===== src/rtl/sw_debounce_pkg.sv =====
// Shared types and default constants for the switch debouncer.
package sw_debounce_pkg;

    // Per-channel debounce state
    typedef enum logic {
        ST_STABLE   = 1'b0,
        ST_SETTLING = 1'b1
    } db_state_t;

    // 10 ms stability window at 100 MHz
    localparam int unsigned DB_CNT_MAX_DEFAULT     = 1000000;
    localparam int unsigned DB_SYNC_STAGES_DEFAULT = 2;

endpackage


===== src/rtl/debounce_bit.sv =====
// One debounce channel: synchroniser chain, stability FSM with counter,
// registered clean level and registered one-cycle rise/fall pulses.
//   clk, rst_n : clock, async active-low reset
//   raw        : asynchronous raw switch level
//   clean      : debounced level
//   rise, fall : one-cycle pulses on a clean 0->1 / 1->0 transition
module debounce_bit
    import sw_debounce_pkg::*;
#(
    parameter int unsigned CNT_MAX     = DB_CNT_MAX_DEFAULT,
    parameter int unsigned SYNC_STAGES = DB_SYNC_STAGES_DEFAULT
) (
    input  logic clk,
    input  logic rst_n,
    input  logic raw,
    output logic clean,
    output logic rise,
    output logic fall
);

    localparam int unsigned CW = $clog2(CNT_MAX);
    localparam logic [CW-1:0] CNT_LAST = CW'(CNT_MAX - 1);

    logic [SYNC_STAGES-1:0] sync_q;
    logic                   sync;

    db_state_t     state_q, state_d;
    logic [CW-1:0] cnt_q, cnt_d;
    logic          clean_q, clean_d;
    logic          rise_q, rise_d;
    logic          fall_q, fall_d;

    // Plain flop chain, nothing between stages
    always_ff @(posedge clk or negedge rst_n) begin
        if (!rst_n) begin
            sync_q <= '0;
        end else begin
            sync_q <= {sync_q[SYNC_STAGES-2:0], raw};
        end
    end

    assign sync = sync_q[SYNC_STAGES-1];

    // State, counter and output registers
    always_ff @(posedge clk or negedge rst_n) begin
        if (!rst_n) begin
            state_q <= ST_STABLE;
            cnt_q   <= '0;
            clean_q <= 1'b0;
            rise_q  <= 1'b0;
            fall_q  <= 1'b0;
        end else begin
            state_q <= state_d;
            cnt_q   <= cnt_d;
            clean_q <= clean_d;
            rise_q  <= rise_d;
            fall_q  <= fall_d;
        end
    end

    // Next-state: accept a new level only after CNT_MAX consecutive differing samples
    always_comb begin
        state_d = state_q;
        cnt_d   = cnt_q;
        clean_d = clean_q;
        rise_d  = 1'b0;
        fall_d  = 1'b0;
        case (state_q)
            ST_STABLE: begin
                cnt_d = '0;
                if (sync != clean_q) begin
                    state_d = ST_SETTLING;
                end
            end
            ST_SETTLING: begin
                if (sync == clean_q) begin
                    // Bounced back before the window expired
                    state_d = ST_STABLE;
                    cnt_d   = '0;
                end else if (cnt_q == CNT_LAST) begin
                    clean_d = sync;
                    rise_d  = sync;
                    fall_d  = ~sync;
                    state_d = ST_STABLE;
                    cnt_d   = '0;
                end else begin
                    cnt_d = cnt_q + CW'(1);
                end
            end
            default: begin
                state_d = ST_STABLE;
                cnt_d   = '0;
            end
        endcase
    end

    assign clean = clean_q;
    assign rise  = rise_q;
    assign fall  = fall_q;

endmodule


===== src/rtl/sw_debounce.sv =====
// Slide-switch conditioning: WIDTH independent synchronise+debounce channels.
//   clk, rst_n : clock, async active-low reset
//   sw_raw     : asynchronous raw switch levels
//   sw_clean   : debounced, synchronised levels
//   sw_rise    : per-bit one-cycle pulse on a clean 0->1 transition
//   sw_fall    : per-bit one-cycle pulse on a clean 1->0 transition
//   sw_changed : any rise or fall pulse this cycle
module sw_debounce
    import sw_debounce_pkg::*;
#(
    parameter int unsigned WIDTH       = 4,
    parameter int unsigned CNT_MAX     = DB_CNT_MAX_DEFAULT,
    parameter int unsigned SYNC_STAGES = DB_SYNC_STAGES_DEFAULT
) (
    input  logic             clk,
    input  logic             rst_n,
    input  logic [WIDTH-1:0] sw_raw,
    output logic [WIDTH-1:0] sw_clean,
    output logic [WIDTH-1:0] sw_rise,
    output logic [WIDTH-1:0] sw_fall,
    output logic             sw_changed
);

    // One channel per switch bit
    for (genvar i = 0; i < int'(WIDTH); i++) begin : g_ch
        debounce_bit #(
            .CNT_MAX     (CNT_MAX),
            .SYNC_STAGES (SYNC_STAGES)
        ) u_bit (
            .clk   (clk),
            .rst_n (rst_n),
            .raw   (sw_raw[i]),
            .clean (sw_clean[i]),
            .rise  (sw_rise[i]),
            .fall  (sw_fall[i])
        );
    end

    // Derived from registered pulses, so it stays aligned with them
    assign sw_changed = |(sw_rise | sw_fall);

endmodule

===== config.mk =====
export PLATFORM = sky130hd
export DESIGN_NAME = sw_debounce
export DESIGN_NICKNAME = d
export VERILOG_FILES = /design/src/rtl/sw_debounce_pkg.sv /design/src/rtl/debounce_bit.sv /design/src/rtl/sw_debounce.sv
export SDC_FILE = /design/constraint.sdc
export NUM_CORES = 1
export LEC_CHECK = 0
export CORE_UTILIZATION = 60
export DETAILED_ROUTE_END_ITERATION = 8
export PLACE_DENSITY = 0.9
export SLEW_MARGIN = 20
export SYNTH_ARGS = -nofsm -noshare
export SYNTH_HDL_FRONTEND = slang
export SYNTH_HIERARCHICAL = 1
export SYNTH_SLANG_ARGS = --single-unit

===== constraint.sdc =====
create_clock -name clk -period 3.6 [get_ports clk]
set_input_delay 0.36 -clock clk [delete_from_list [all_inputs] [get_ports clk]]
set_output_delay 0.36 -clock clk [all_outputs]
set_load 0.01 [all_outputs]

# --- Word level (Yosys, flattened, before mapping) ---
# Index checks and enable logic that the tools add are counted.
word_totals:
  reg_bits: 104
  input_bits: 6
  out_inout_bits: 13
  wordCells: 110
op_classes:
  n_addsub: 4
  n_eq_ne: 12
  mux: 52
  bitwise: 13
  n_reduce_logical: 5
ops:
  columns: ["op", "count"]
  rows:
  - ["$mux W20", 8]
  - ["$pmux W20 S2", 4]
  - ["$add A20 B1 Y20 const B", 4]
  - ["$eq A20 B20 Y1 const B", 4]
  - ["$mux W1", 36]
  - ["$not A1 Y1", 12]
  - ["$reduce_and A3 Y1", 4]
  - ["$pmux W1 S2", 4]
  - ["$eq A1 B1 Y1", 4]
  - ["$ne A1 B1 Y1", 4]
  - ["$or A4 B4 Y4", 1]
  - ["$reduce_or A4 Y1", 1]

# --- Logic depth before layout (Yosys ltp) ---
# Gate-level depths: netlist of the first run.
depth:
  depth_word: 4
  mapped_depth: 6
  depth_no_buf: 5

# --- Hierarchy ---
# Netlist of the first run, hierarchy kept.
by_module_without_submodules:
  columns: ["mod", "n_inst", "cells_each", "area_per_inst_um2", "seq_area_each_um2"]
  rows:
  - ["debounce_bit", 4, 116, 1219.9, 650.6]
  - ["sw_debounce", 1, 3, 16.3, 0.0]

# --- Least setup slack after synthesis of the first run ---
# OpenSTA, ideal clock, no wires.
synth_timing:
  path_kind: "register to register"
  from: "register g_ch[0].u_bit.cnt_q[0]"
  to: "register g_ch[0].u_bit.clean_q"
  setup_time_ns: 0.128
  arrival_ns: 1.654
  setup_slack_ns: 1.819
  stages_incl_launch_ff: 6
  path_buffers: 0
  path_cell_list: "dfrtp_1 ha_1 and4_1 nand2_1 or3_1 mux2_1"
synth_via:
  elab_chain_len: 2
synth_lines:
  columns: ["item", "line", "source"]
  rows:
  - ["start: declaration", "debounce_bit.sv:28", "logic [CW-1:0] cnt_q, cnt_d;"]
  - ["start signal: assignment", "debounce_bit.sv:54", "cnt_q <= cnt_d;"]
  - ["$eq A20 B20 Y1", "debounce_bit.sv:80", "end else if (cnt_q == CNT_LAST) begin"]
  - ["$reduce_and A3 Y1 (no source line)", null, null]
  - ["end signal: assignment", "debounce_bit.sv:55", "clean_q <= clean_d;"]
  - ["end: declaration", "debounce_bit.sv:29", "logic clean_q, clean_d;"]
# No other way between the ends.
# A chain may end at the register's enable or synchronous reset.

# --- Worst setup path after layout of the first run ---
layout_timing:
  from: "register g_ch[0].u_bit.cnt_q[0]"
  to: "register g_ch[0].u_bit.cnt_q[10]"
layout_via:
  elab_chain_len: 4
  word_cells_on_any_way: 5
  cone_classes: "add/sub: 1; eq/ne: 1; mux: 3"
layout_lines:
  columns: ["item", "line", "source"]
  rows:
  - ["$add A20 B1 Y20 or $eq A20 B20 Y1 (tied branches)", "debounce_bit.sv:87, debounce_bit.sv:80", null]
  - ["$mux W20 *", "debounce_bit.sv:80", null]
  - ["$mux W20 *", "debounce_bit.sv:76", "if (sync == clean_q) begin"]
  - ["$pmux W20 S2 *", "debounce_bit.sv:68", "case (state_q)"]
  - ["named net g_ch[0].u_bit.cnt_d[10]", "debounce_bit.sv:28", null]
# Mark *: on every way through the listed nets, which the timed path passes. The rest lies on a longest branch.

==> results by group, run 1 <==
Die
  • Core Box Area: 7810 µm²
  • Initial Util: 62.7%
  • Height of the die: 92.3 µm
  • Die width: 92.3 µm
  • Io pins: 19
  • Die Area: 8520 µm²
  • # rows: 32

Synth
  • Largest area contributor in the netlist: dfrtp_1
  • Flops & latches, synth: 104
  • Syn Inst Count: 467
  • Synth top area share: 53.2%
  • Synth unique cells: 30
  • Primary FF master, synth: dfrtp_1
  • Syn Nets: 477
  • Sequential-to-total area share from yosys stat: 53.2%
  • Avg Cell Area, Syn: 10.5 µm²
  • Synthesized cell area: 4900 µm²
  • Post-synth EDFFs: 0
  • Async S/R FF share, synth: 100%
  • Synth area leaders: dfrtp_1, xnor2_1, nor2_1
  • Syn. warnings: 6

STA
  • Worst-case hold slack: 0.0431 ns
  • Slew @ Worst Pin: 0.793 ns
  • Final setup viols: 0
  • Fin crit share: 59.9%
  • Clock Skew: 0.0123 ns
  • Minimum clock period: 2.16 ns
  • Max_slew headroom: 47.1%
  • Fmax achieved: 464 MHz
  • Fin Setup TNS: 0 ns
  • Final slew viol count: 0
  • Final hold vios: 0
  • RSZ-0062 raised after global routing: false

Drt
  • Antenna Nets Post-Route: 0
  • Vias: 3618
  • TritonRoute pass-1 iters: 5
  • Iter 0 DRT Violations: 140
  • Routed wire per std cell: 15.4 µm
  • Vias per cell: 6.07
  • DRC viols: 0
  • Post-Route WL: 9180 µm

GRT
  • Initial antenna violation count: 0
  • GRT Util Overall: 23.9%
  • Met2 global-route usage: 38.7%
  • Overflow after GRT: 0
  • First-pass GRT wire length: 16000 µm
  • Met3 GRT Util: 6.40%
  • Vias in the first global route: 3610
  • GRT busiest layer: met2
  • Largest net degree at the start of global routing: 93
  • M1 GR Usage: 30.8%

Setup path
  • Reg-to-Reg End: g_ch[0].u_bit/cnt_q[10]
  • R2R depth: 6
  • CP Launch Type: flip-flop
  • Crit Path Class: flip-flop to flip-flop
  • Reg-to-Reg Start: g_ch[0].u_bit/cnt_q[0]
  • Req. time, crit path: 3.86 ns
  • Worst-path cell chain: ha_1 -> and4_1 -> nand2_1 -> o311ai_2 -> buf_4 -> nor2_1
  • CP max FO: 13
  • Critical path endpoint category: flip-flop
  • Crit-path slowest cell: o311ai_2
  • CP arrival: 2.41 ns
  • R2R setup slack: 1.44 ns
  • Slowest cell delay on critical path: 0.60 ns
  • Critical Path Start: g_ch[0].u_bit/cnt_q[0]

Placed design
  • Gpl congestion: 0.859
  • Port Buf Inserts: 18
  • DPL Wire Length: 6270 µm

CTS
  • Clk buf depth: 2
  • Clock Latency Late Sink: 0.37 ns
  • CTS buffer count: 9
  • H-tree levels: 3
  • Post-CTS setup buffer count: 0
  • Hold_buf cts: 0
  • Resize count post-CTS: 0
  • Clock Pin Slew Worst Setup and Hold Paths: 0.09 ns
  • Clk root buf: clkbuf_8
  • CTS tree: done
  • Clk sink count: 104

Hold path
  • Hold Crit Class: primary input to asynchronous set/reset pin

Power and ir drop
  • Max rail drop VDD: 0.187 mV
  • Lkg Pwr: 0.00211 µW
  • PD cells: 373 nW/µm²

Final layout
  • Final net count: 499
  • Most frequent cells in the layout: dfrtp_1, nor2_1, xnor2_1
  • Most common cell after layout, fill and taps aside: dfrtp_1
  • Layout cell share with drive strength beyond 1: 9.31%
  • Area Overhead vs Synth: 11.3%
  • Number of diodes: 0

Flow run
  • Max-cap viol count: 0

Run status
  • Status: complete, no violations
power by group:
part           internal (µW)  leakage, µW  switching (µW)
Sequential              1180      0.00142            9.21
Combinational           16.5     0.000573            41.9
Clock                    400     0.000112             384
Total                   1590      0.00211             435
per-stage QoR:
step / total power (µW) / worst slack [ns] / cells / util, % / instance area (µm²)
after floorplan: 1230 / 1.82 / 467 / - / 4900
after global placement: 1270 / 1.57 / 580 / 66.8 / 5220
after detailed placement: 1270 / 1.48 / 580 / 66.8 / 5220
after CTS: 2060 / 1.46 / 596 / 69.7 / 5440
after global routing: 2110 / 1.25 / 596 / 69.8 / 5450
final: 2030 / 1.44 / 596 / 69.8 / 5450
per-layer routing:
layer / routed length, µm / share of wire [%]
met4: 185 / 2.0
met5: 0 / 0
met1: 4100 / 45
met2: 4540 / 49
met3: 351 / 3.8
state kept, by name, summed over array words and instances, names as in the netlist:
signal / count
g_ch.u_bit/sync_q: 8
g_ch.u_bit/state_q: 4
g_ch.u_bit/fall: 4
g_ch.u_bit/clean: 4
g_ch.u_bit/cnt_q: 80
g_ch.u_bit/rise: 4
kinds of logic after synthesis:
kind of cell / synth area share, %
flops: 53.2
xor+xnor: 10.7
mux: 0.920
compound gates: 4.91
simple gates: 27.6
fa+ha+maj: 1.02
buf+inv: 1.64
worst max path at each step:
stage          slack (ns)  cells after the start                      end
6_report             1.44                      6  g_ch[0].u_bit/cnt_q[10]
3_3_place_gp         1.57                      6   g_ch[0].u_bit/cnt_q[5]
4_1_cts              1.46                      6   g_ch[0].u_bit/cnt_q[8]
2_1_floorplan        1.82                      5      g_ch[0].u_bit/clean
5_1_grt              1.25                      6   g_ch[0].u_bit/cnt_q[8]
3_5_place_dp         1.48                      6   g_ch[0].u_bit/cnt_q[8]
cell usage after synthesis (8+ instances only):
master      n
dfrtp_1   104
nor2_1     68
xnor2_1    32
nand2_1    29
xor2_1     28
nand3_1    24
nand4_1    24
nor4_1     18
a21oi_1    12
and4_1     12
o31ai_1    12
or3_1      12
clkbuf_1    8
inv_1       8
nor3_1      8
nor3b_1     8
or4_1       8
critical path, delay by kind of cell, from the launching register on:
family | cells | cell delay (ns)
simple gates | 3 | 0.47
compound gates | 1 | 0.60
buf+inv | 1 | 0.31
fa+ha+maj | 1 | 0.25
flops | 1 | 0.40
area by class of cell:
| class | count | area [µm²] |
|---|---|---|
| clock buffer | 13 | 179 |
| clock inverter | 3 | 46.3 |
| fill | 561 | 2360 |
| inverter | 8 | 30.0 |
| multi-input combinational | 343 | 2240 |
| sequential | 104 | 2600 |
| tap | 102 | 128 |
| timing repair buffer | 23 | 219 |
Power figures use the tool's default switching activity.
==> run 2, diff against run 1 <==
--- a/config.mk
+++ b/config.mk
@@ -5,9 +5,9 @@
 export SDC_FILE = /design/constraint.sdc
 export NUM_CORES = 1
 export LEC_CHECK = 0
-export CORE_UTILIZATION = 60
+export CORE_UTILIZATION = 55
 export DETAILED_ROUTE_END_ITERATION = 8
-export PLACE_DENSITY = 0.9
+export PLACE_DENSITY = 0.87
 export SLEW_MARGIN = 20
 export SYNTH_ARGS = -nofsm -noshare
 export SYNTH_HDL_FRONTEND = slang
==> constraint.sdc (replaced) <==
create_clock -name clk -period 1.82 [get_ports clk]
set_input_delay 0.182 -clock clk [delete_from_list [all_inputs] [get_ports clk]]
set_output_delay 0.182 -clock clk [all_outputs]
set_load 0.01 [all_outputs]
==> run 2 against run 1 <==
Against the previous run:
- fmax is 20% higher
- flip-flop and latch count unchanged
- clock power rose by 72%
- via count grew 7.7%
- design area up 9.1%
- critical path type unchanged
- hold slack better by 0.19 ns
- worst setup slack got worse by 1.4 ns
- non-clock buffer count increased by 48
- critical path depth down 1
- first-iteration DRC count increased by 39%
- sequential power is 97% higher
- largest power group unchanged
==> results by group, run 2 (synthesis results as in run 1) <==
STA
  • Max_slew headroom: 68.2%
  • Fmax achieved: 557 MHz
  • Final hold vios: 0
  • Final setup viols: 0
  • Final slew viol count: 0
  • Setup WS post-layout: 0.0255 ns
  • Clock Skew: 0.0192 ns
  • RSZ-0062 raised after global routing: true
  • Fin crit share: 98.6%
  • Fin Setup TNS: 0 ns
  • Slew @ Worst Pin: 0.477 ns
  • Minimum clock period: 1.79 ns

Die
  • Die width: 96.4 µm
  • Core Box Area: 8680 µm²
  • Io pins: 19
  • Die Area: 9280 µm²
  • # rows: 34
  • Initial Util: 56.4%
  • Height of the die: 96.4 µm

Power and ir drop
  • Max rail drop VDD: 0.360 mV
  • PD cells: 645 nW/µm²
  • Lkg Pwr: 0.00237 µW
  • Overall power: 3840 µW

Setup path
  • CP arrival: 2.05 ns
  • Req. time, crit path: 2.07 ns
  • CP Launch Type: flip-flop
  • Crit-path slowest cell: dfrtp_1
  • Critical path endpoint category: flip-flop
  • Worst-path cell chain: ha_2 -> and4_4 -> nand2_2 -> or3_4 -> mux2_1
  • Crit Path Class: flip-flop to flip-flop
  • CP max FO: 4
  • Slowest cell delay on critical path: 0.42 ns

Final layout
  • Post-Layout Inst Area: 5940 µm²
  • Top Registers: g_ch.u_bit/cnt_q: 80 flops, g_ch.u_bit/sync_q: 8 flops
  • Layout cell share with drive strength beyond 1: 23.8%
  • Max reg flops: 80
  • Number of diodes: 0
  • Most common cell after layout, fill and taps aside: dfrtp_1
  • Biggest register: g_ch.u_bit/cnt_q
  • Final net count: 547
  • Area Overhead vs Synth: 21.4%
  • Final Non-Filler Cells: 650
  • Most frequent cells in the layout: dfrtp_1, nor2_1, buf_4

Placed design
  • Dpl cell area: 5590 µm²
  • Dpl cells: 631
  • DPL Wire Length: 7250 µm
  • Gpl congestion: 0.896
  • Port Buf Inserts: 18
  • Post-placement setup slack: -0.0759 ns

Drt
  • Vias per cell: 6.00
  • DRC viols: 0
  • Antenna Nets Post-Route: 0
  • Post-Route WL: 10600 µm
  • Iter 0 DRT Violations: 194
  • Routed wire per std cell: 16.4 µm
  • Vias: 3898
  • TritonRoute pass-1 iters: 6

GRT
  • Largest net degree at the start of global routing: 44
  • First-pass GRT wire length: 17400 µm
  • Vias in the first global route: 3825
  • Overflow after GRT: 0
  • GRT Util Overall: 24.4%
  • Initial antenna violation count: 0

Hold path
  • Hold Crit Class: primary input to flip-flop

Flow run
  • Max-cap viol count: 0

CTS
  • Clk buf depth: 2
  • Clk root buf: clkbuf_8
  • Clk sink count: 104
  • CTS buffer count: 9
  • Clock Pin Slew Worst Setup and Hold Paths: 0.11 ns
  • H-tree levels: 3
  • Clock Latency Late Sink: 0.37 ns
  • CTS tree: done

Run status
  • Status: complete, no violations
==> run 2: area by class of cell <==
| class | instances | area [µm²] |
|---|---|---|
| Clock inverter | 7 | 61.3 |
| Tap cell | 108 | 135 |
| Timing Repair Buffer | 71 | 606 |
| Clock buffer | 9 | 124 |
| Multi-Input combinational cell | 343 | 2370 |
| Inverter | 8 | 30.0 |
| Sequential cell | 104 | 2620 |
| Fill cell | 607 | 2740 |
==> run 2: final timing paths <==
check,startpoint,to,slack [ns],cells past startpoint
worst min register to register,g_ch[3].u_bit/sync_q[0],g_ch[3].u_bit/sync_q[1],0.36,0
worst min-delay path,sw_raw[2],g_ch[2].u_bit/sync_q[0],0.23,1
worst max-delay path,g_ch[2].u_bit/cnt_q[0],g_ch[2].u_bit/clean,0.03,5
worst max register to register,g_ch[2].u_bit/cnt_q[0],g_ch[2].u_bit/clean,0.03,5
max in group asynchronous,rst_n,g_ch[2].u_bit/cnt_q[6],0.79,3
min in group asynchronous,rst_n,g_ch[1].u_bit/cnt_q[14],0.31,2
==> run 2: worst max-delay path: cells and delay by family, from the launching register on <==
family / cells / cell delay (ns)
adders and majority gates: 1 / 0.20
DFF: 1 / 0.42
and+or+nand+nor: 3 / 0.73
muxes: 1 / 0.32
==> run 2: what timing repair did <==
action,in CTS,in global routing
resized for setup,4,34
hold endpoints to repair,36,0
endpoints found under the setup margin,1,65
setup buffers,0,2
hold buffers,1,0
pin swaps,0,2
==> run 2: metal layers <==
metal / vias up / GRT usage (%) / share of wire (%) / wire length, µm
met1: 1951 / 30.0 / 41 / 4380
li1: 1826 / - / - / -
met2: 108 / 41.3 / 53 / 5680
met4: 0 / 8.46 / 0.96 / 102
met3: 13 / 6.56 / 4.4 / 470
met5: - / 0 / 0 / 0
==> run 2: report_power, final <==
part           switching (µW)  total, µW  internal [µW]
sequential               18.3       2350           2330
clock                     825       1350            524
combinational            89.9        138           47.8
total                     934       3840           2900
==> run 2: stage by stage <==
stage	hold slack (ns)	utilization, %
2_1_floorplan	-0.114	-
3_3_place_gp	0.170	64.4
3_5_place_dp	0.176	64.4
4_1_cts	0.213	66.9
5_1_grt	0.223	68.5
6_report	0.230	68.5
==> run 3, diff against run 2 <==
--- a/config.mk
+++ b/config.mk
@@ -8,8 +8,8 @@
 export CORE_UTILIZATION = 55
 export DETAILED_ROUTE_END_ITERATION = 8
 export PLACE_DENSITY = 0.87
+export RECOVER_POWER = 25
 export SLEW_MARGIN = 20
 export SYNTH_ARGS = -nofsm -noshare
 export SYNTH_HDL_FRONTEND = slang
-export SYNTH_HIERARCHICAL = 1
 export SYNTH_SLANG_ARGS = --single-unit
==> run 3 against run 2 <==
Against the previous run:
- the flow now finishes with violations (negative setup slack)
- hold slack improved by 0.12 ns
- final cell count rose by 1.4%
- worst setup slack lost 0.085 ns
- clock power rose by 9%
- flip-flop and latch count unchanged
- wire length grew 5.9%
- design area fell by 0.55%
- non-clock buffer count up 1
==> results by group, run 3 <==
Drt
  • Antenna Nets Post-Route: 0
  • Vias: 3963
  • DRC viols: 0
  • Routed wire per std cell: 17.1 µm
  • Iter 0 DRT Violations: 194
  • Post-Route WL: 11300 µm
  • TritonRoute pass-1 iters: 4
  • Vias per cell: 6.01

Final layout
  • Final net count: 556
  • Layout cell share with drive strength beyond 1: 20.1%
  • Most frequent cells in the layout: dfrtp_1, nor2_1, buf_4
  • Area Overhead vs Synth: 20.1%
  • Finished Core Util: 68.1%
  • Biggest register: g_ch.u_bit.cnt_q
  • Max reg flops: 80
  • Most common cell after layout, fill and taps aside: dfrtp_1
  • Top Registers: g_ch.u_bit.cnt_q: 80 flops, g_ch.u_bit.sync_q: 8 flops
  • Number of diodes: 0

Synth
  • Largest area contributor in the netlist: dfrtp_1
  • Count leader, synth: dfrtp_1
  • XOR/XNOR share of the synthesized area: 9.96%
  • Post-Synth Simple-Gate Area: 25.6%
  • Synth Area in Adders: 1.02%
  • Syn. warnings: 0
  • Synth top area share: 52.9%
  • Compound-Gate Fraction of Synth Area: 5.26%
  • Combinational family with the most area after synthesis: simple AND/OR/NAND/NOR gates
  • Synth unique cells: 45
  • Sequential-to-total area share from yosys stat: 52.9%
  • Async S/R FF share, synth: 100%
  • Synthesized cell area: 4920 µm²
  • Post-synth EDFFs: 0
  • Synth area leaders: dfrtp_1, xnor2_1, nor2_1
  • Mux contribution to synthesized area: 1.12%
  • Flops & latches, synth: 104
  • Primary FF master, synth: dfrtp_1
  • Synth top cells by count: dfrtp_1, nor2_1, xnor2_1, nand2_1, nand4_1
  • Avg Cell Area, Syn: 10.1 µm²
  • Syn Nets: 497
  • Syn Inst Count: 487

Flow run
  • Max-cap viol count: 0

Power and ir drop
  • Reg power frac: 59.2%
  • Lkg Pwr: 0.00240 µW
  • Internal power: 3060 µW
  • Switch share: 22.9%
  • Max rail drop VDD: 0.362 mV
  • Clk network pwr share: 36.9%
  • PD cells: 672 nW/µm²
  • Comb pwr share: 3.9%
  • Net switching power figure: 911 µW

GRT
  • GRT busiest layer: met2
  • Initial antenna violation count: 0
  • Vias in the first global route: 3800
  • Overflow after GRT: 0
  • M1 GR Usage: 29.5%
  • GRT Util Overall: 23.2%
  • Met2 global-route usage: 39.1%
  • Largest net degree at the start of global routing: 55
  • Met3 GRT Util: 3.32%
  • First-pass GRT wire length: 17600 µm

CTS
  • Clk root buf: clkbuf_8
  • H-tree levels: 3
  • CTS tree: done
  • Clock Pin Slew Worst Setup and Hold Paths: 0.10 ns
  • Clk sink count: 104
  • CTS buffer count: 9
  • Clk buf depth: 2
  • Clock Latency Late Sink: 0.38 ns

Die
  • Initial Util: 56.7%
  • Die width: 96.6 µm
  • Height of the die: 96.6 µm
  • Die Area: 9330 µm²
  • Core Box Area: 8680 µm²
  • # rows: 34
  • Io pins: 19

STA
  • Final setup viols: 24
  • Max_slew headroom: 55.3%
  • Fin Setup TNS: -0.651 ns
  • Fin crit share: 103%
  • Fmax achieved: 532 MHz
  • Setup WS post-layout: -0.0594 ns
  • Slew @ Worst Pin: 0.671 ns
  • Final hold vios: 0
  • Clock Skew: 0.0141 ns
  • Minimum clock period: 1.88 ns
  • RSZ-0062 raised after global routing: true
  • Final slew viol count: 0

Setup path
  • Slowest cell delay on critical path: 0.58 ns
  • Worst-path cell chain: ha_4 -> nand3_4 -> or4_4 -> or3_1 -> a21oi_1
  • Buf/Inv on CP: 0
  • CP arrival: 2.19 ns
  • CP max FO: 7
  • Crit-path slowest cell: or4_4
  • CP top delay family: simple AND/OR/NAND/NOR gates
  • Critical path endpoint category: flip-flop
  • Crit Path Class: flip-flop to flip-flop
  • CP Launch Type: flip-flop
  • Req. time, crit path: 2.13 ns

Run status
  • Status: finished with violations
  • Failing checks: negative setup slack

Placed design
  • Gpl congestion: 0.860
  • DPL Wire Length: 7000 µm
  • Port Buf Inserts: 18

Hold path
  • Hold Crit Class: primary input to flip-flop
## run 3: layout make-up
class,count,area (µm²)
Clock buffer,11,141
Clock inverter,5,56.3
Fill cell,594,2770
Inverter,17,63.8
Multi-Input combinational cell,342,2260
Sequential cell,104,2610
Tap cell,108,135
Timing Repair Buffer,72,641
## run 3: power groups by stage
stage	Clock, µW	Combinational, µW	Sequential, µW
floorplan	0	46.0	2390
global placement	0	127	2390
detailed placement	0	131	2390
CTS	1480	134	2350
global route	1590	173	2350
finish	1470	154	2350
## run 3: per-stage QoR
| step | total power (µW) | cells | hold slack [ns] | instance area [µm²] | worst slack, ns |
|---|---|---|---|---|---|
| floorplan | 2440 | 487 | -0.114 | 4940 | 0.000238 |
| global placement | 2520 | 623 | 0.109 | 5400 | 0.0494 |
| detailed placement | 2530 | 623 | 0.115 | 5400 | -0.0620 |
| CTS | 3960 | 640 | 0.223 | 5620 | 0.00817 |
| global route | 4120 | 659 | 0.347 | 5910 | -0.119 |
| finish | 3970 | 659 | 0.347 | 5910 | -0.0594 |
## run 3: kinds of logic (layout without fill, tap and decap cells)
kind of cell,after synthesis,count (layout)
compound gates,43,43
buf+inv,41,105
mux,5,5
flops,104,104
fa+ha+maj,4,4
simple gates,234,234
xor+xnor,56,56
## run 3: path summary, 6_finish.rpt
path                                          from                 endpoint  slack [ns]  cells after the start
min in group asynchronous                    rst_n  g_ch[0].u_bit.cnt_q[13]        0.36                      2
max                         g_ch[2].u_bit.cnt_q[1]  g_ch[2].u_bit.cnt_q[14]       -0.06                      5
max reg2reg                 g_ch[2].u_bit.cnt_q[1]  g_ch[2].u_bit.cnt_q[14]       -0.06                      5
min                                      sw_raw[1]  g_ch[1].u_bit.sync_q[0]        0.35                      1
min reg2reg                g_ch[2].u_bit.sync_q[0]  g_ch[2].u_bit.sync_q[1]        0.36                      0
max in group asynchronous                    rst_n   g_ch[3].u_bit.cnt_q[6]        0.65                      3
## run 3: repair_timing
item / in CTS / in global routing
endpoints found under the setup margin: 6 / 54
endpoints found under the hold margin: 25 / 0
hold buffers: 1 / 0
resized for setup: 5 / 33
setup buffers: 0 / 17
gates cloned: 0 / 2
pin swaps: 0 / 18
## run 3: per-layer routing
layer	share of wire [%]	wire length, µm	up-vias
met4	2.7	299	0
met5	0	0	-
met3	3.7	419	34
met1	41	4640	1975
met2	52	5900	134
li1	-	-	1820
## run 3: worst reg2reg max path, delay by kind of cell, from the launching register on
family                     cells  cell delay [ns]
and+or+nand+nor                3             1.01
DFF                            1             0.45
adders and majority gates      1             0.19
AOI/OAI and AO/OA              1             0.15
==> RTL change: new RTL, settings of run 3 <==
The parameter `WIDTH` goes from 4 to 6.
--- a/src/rtl/sw_debounce.sv
+++ b/src/rtl/sw_debounce.sv
@@ -9,5 +9,5 @@
     import sw_debounce_pkg::*;
 #(
-    parameter int unsigned WIDTH       = 4,
+    parameter int unsigned WIDTH       = 6,
     parameter int unsigned CNT_MAX     = DB_CNT_MAX_DEFAULT,
     parameter int unsigned SYNC_STAGES = DB_SYNC_STAGES_DEFAULT
Interface: changed (resized sw_clean, sw_fall, sw_raw and sw_rise); port bits go from 19 to 27. The function was not compared with the original's and may differ.
==> RTL change against run 3 <==
The run still ends with setup timing left; wire length rose by 68%; power up 83%; final area is 58% higher; count of clock-buffer cells in the layout increased by 14; critical path depth fell by 1; synthesized area grew 51%; setup slack worse by 45 ps; sequential cell count up 52; largest cell class unchanged.
==> RTL change: results (changes against run 3) <==
Run status
Outcome: finished with violations (unchanged). Failing checks: setup timing (unchanged).

STA
The post-layout worst setup margin was -104.5 ps (was -59.40 ps). The number of endpoints failing setup at the final stage is 29 (was 24). The post-route clock skew came to 9.165 ps (was 14.11 ps).

The relative slew slack is 0.09732 (was 0.5527).

Cells and area
The fill cell total of the finished layout is 811 (was 594). The fraction of layout instances using a drive strength above 1 came to 0.2382 (was 0.2015). The final-stage net count is 846 (was 556). Biggest registers after layout: g_ch.u_bit.cnt_q x120, g_ch.u_bit.sync_q x12 (was g_ch.u_bit.cnt_q x80, g_ch.u_bit.sync_q x8).

Power
The leakage dissipation is 3.844 nW (was 2.399 nW). The worst IR drop on VDD is 778.8 uV (was 362.2 uV). The total internal power was 5.730 mW (was 3.060 mW).

CTS
The master cell of the clock root buffer is sky130_fd_sc_hd__clkbuf_16 (was sky130_fd_sc_hd__clkbuf_8). The H-tree depth is 4 (was 3). The clock insertion delay at the later pin of the skew report came to 430 ps (was 380 ps).

Global routing
The met3 capacity usage during global routing was 0.06298 (was 0.03324). The pin count of the biggest net entering global routing is 51 (was 55). The number of global-route vias before repair came to 6,241 (was 3,800). The met1 track utilization from global routing is 0.3168 (was 0.2954). The wire length of the first global-routing pass came to 29,010 um (was 17,630 um).

Logic synthesis
The multiplexer share of the synthesized area came to 0.009119 (was 0.01118). The sequential cell area fraction in the yosys report is 0.5268 (was 0.5287). The share of the synthesized area in compound gates (AO/OA/AOI/OAI) is 0.06282 (was 0.05262).

Critical path
The signal arrival time at the worst endpoint is 2240 ps (was 2190 ps). The largest fanout on the critical path came to 4 (was 7). The number of cells on the worst reg-to-reg path was 4 (was 5).

Place
The HPWL reported at the end of detailed placement is 11,170 um (was 6995 um). The cell area reported after detailed placement came to 8312 um2 (was 5395 um2).

Detailed routing
The detailed-route vias per instance is 6.161 (was 6.014).
RTL change: final cells by class:
type	count	area, um2	area share
Tap cell	176	220.2	0.02364
Inverter	19	71.32	0.007655
Clock inverter	6	85.08	0.009132
Timing Repair Buffer	126	1070	0.1148
Multi-Input combinational cell	512	3463	0.3717
Clock buffer	25	495.5	0.05318
Sequential cell	156	3911	0.4198
RTL change: cell families after synthesis:
kind of cell    Yosys count
compound gates           77
flops                   156
simple gates            344
mux                       6
buf+inv                  66
fa+ha+maj                 6
xor+xnor                 79
RTL change: critical path, stage by stage (launching register included):
cell and delay (ps):
sky130_fd_sc_hd__dfrtp_1 370, sky130_fd_sc_hd__or4_4 550, sky130_fd_sc_hd__nor4_4 310, sky130_fd_sc_hd__nand4_1 230, sky130_fd_sc_hd__mux2_4 350
RTL change: power by group through the flow:
stage | clock, mW | combinational, mW | sequential (mW)
3_5_place_dp | 0 | 0.210 | 3.59
3_3_place_gp | 0 | 0.201 | 3.59
5_1_grt | 3.70 | 0.249 | 3.53
6_report | 3.51 | 0.222 | 3.53
2_1_floorplan | 0 | 0.0703 | 3.59
4_1_cts | 3.52 | 0.216 | 3.53
RTL change: repair_timing:
| action | CTS | global route |
|---|---|---|
| hold buffers | 1 | 0 |
| buffers inserted | 3 | 18 |
| hold endpoints to repair | 47 | 0 |
| endpoints found under the setup margin | 27 | 70 |
| resized for setup | 15 | 55 |
| pin swaps | 6 | 17 |
| cloned | 0 | 1 |
RTL change: path summary, 6_finish.rpt:
check,to,startpoint,slack (ps)
min reg2reg,g_ch[5].u_bit.sync_q[1]$_DFF_PN0_,g_ch[5].u_bit.sync_q[0]$_DFF_PN0_,350
max,g_ch[1].u_bit.clean$_DFFE_PN0P_,g_ch[1].u_bit.cnt_q[8]$_DFF_PN0_,-100
min in group asynchronous,g_ch[2].u_bit.cnt_q[11]$_DFF_PN0_,rst_n,600
min,g_ch[2].u_bit.sync_q[0]$_DFF_PN0_,sw_raw[2],300
max reg2reg,g_ch[1].u_bit.clean$_DFFE_PN0P_,g_ch[1].u_bit.cnt_q[8]$_DFF_PN0_,-100
max in group asynchronous,g_ch[1].u_bit.cnt_q[5]$_DFF_PN0_,rst_n,270
RTL change: metal layers:
layer | share of wire | vias to the layer above | wire [um]
met5 | 0 | - | 0
met4 | 0.033 | 0 | 626
met3 | 0.064 | 81 | 1204
met2 | 0.51 | 295 | 9702
met1 | 0.39 | 3120 | 7383
li1 | - | 2788 | -
RTL change: stage by stage:
step	hold WS, ps	std cells	setup WS, ps	total power, mW
2_1_floorplan	-113.6	734	-88.23	3.656
3_3_place_gp	148.4	966	-39.66	3.788
3_5_place_dp	161.5	966	-81.18	3.801
4_1_cts	180.0	1001	-63.46	7.263
5_1_grt	288.1	1020	-146.2	7.483
6_report	304.6	1020	-104.5	7.265
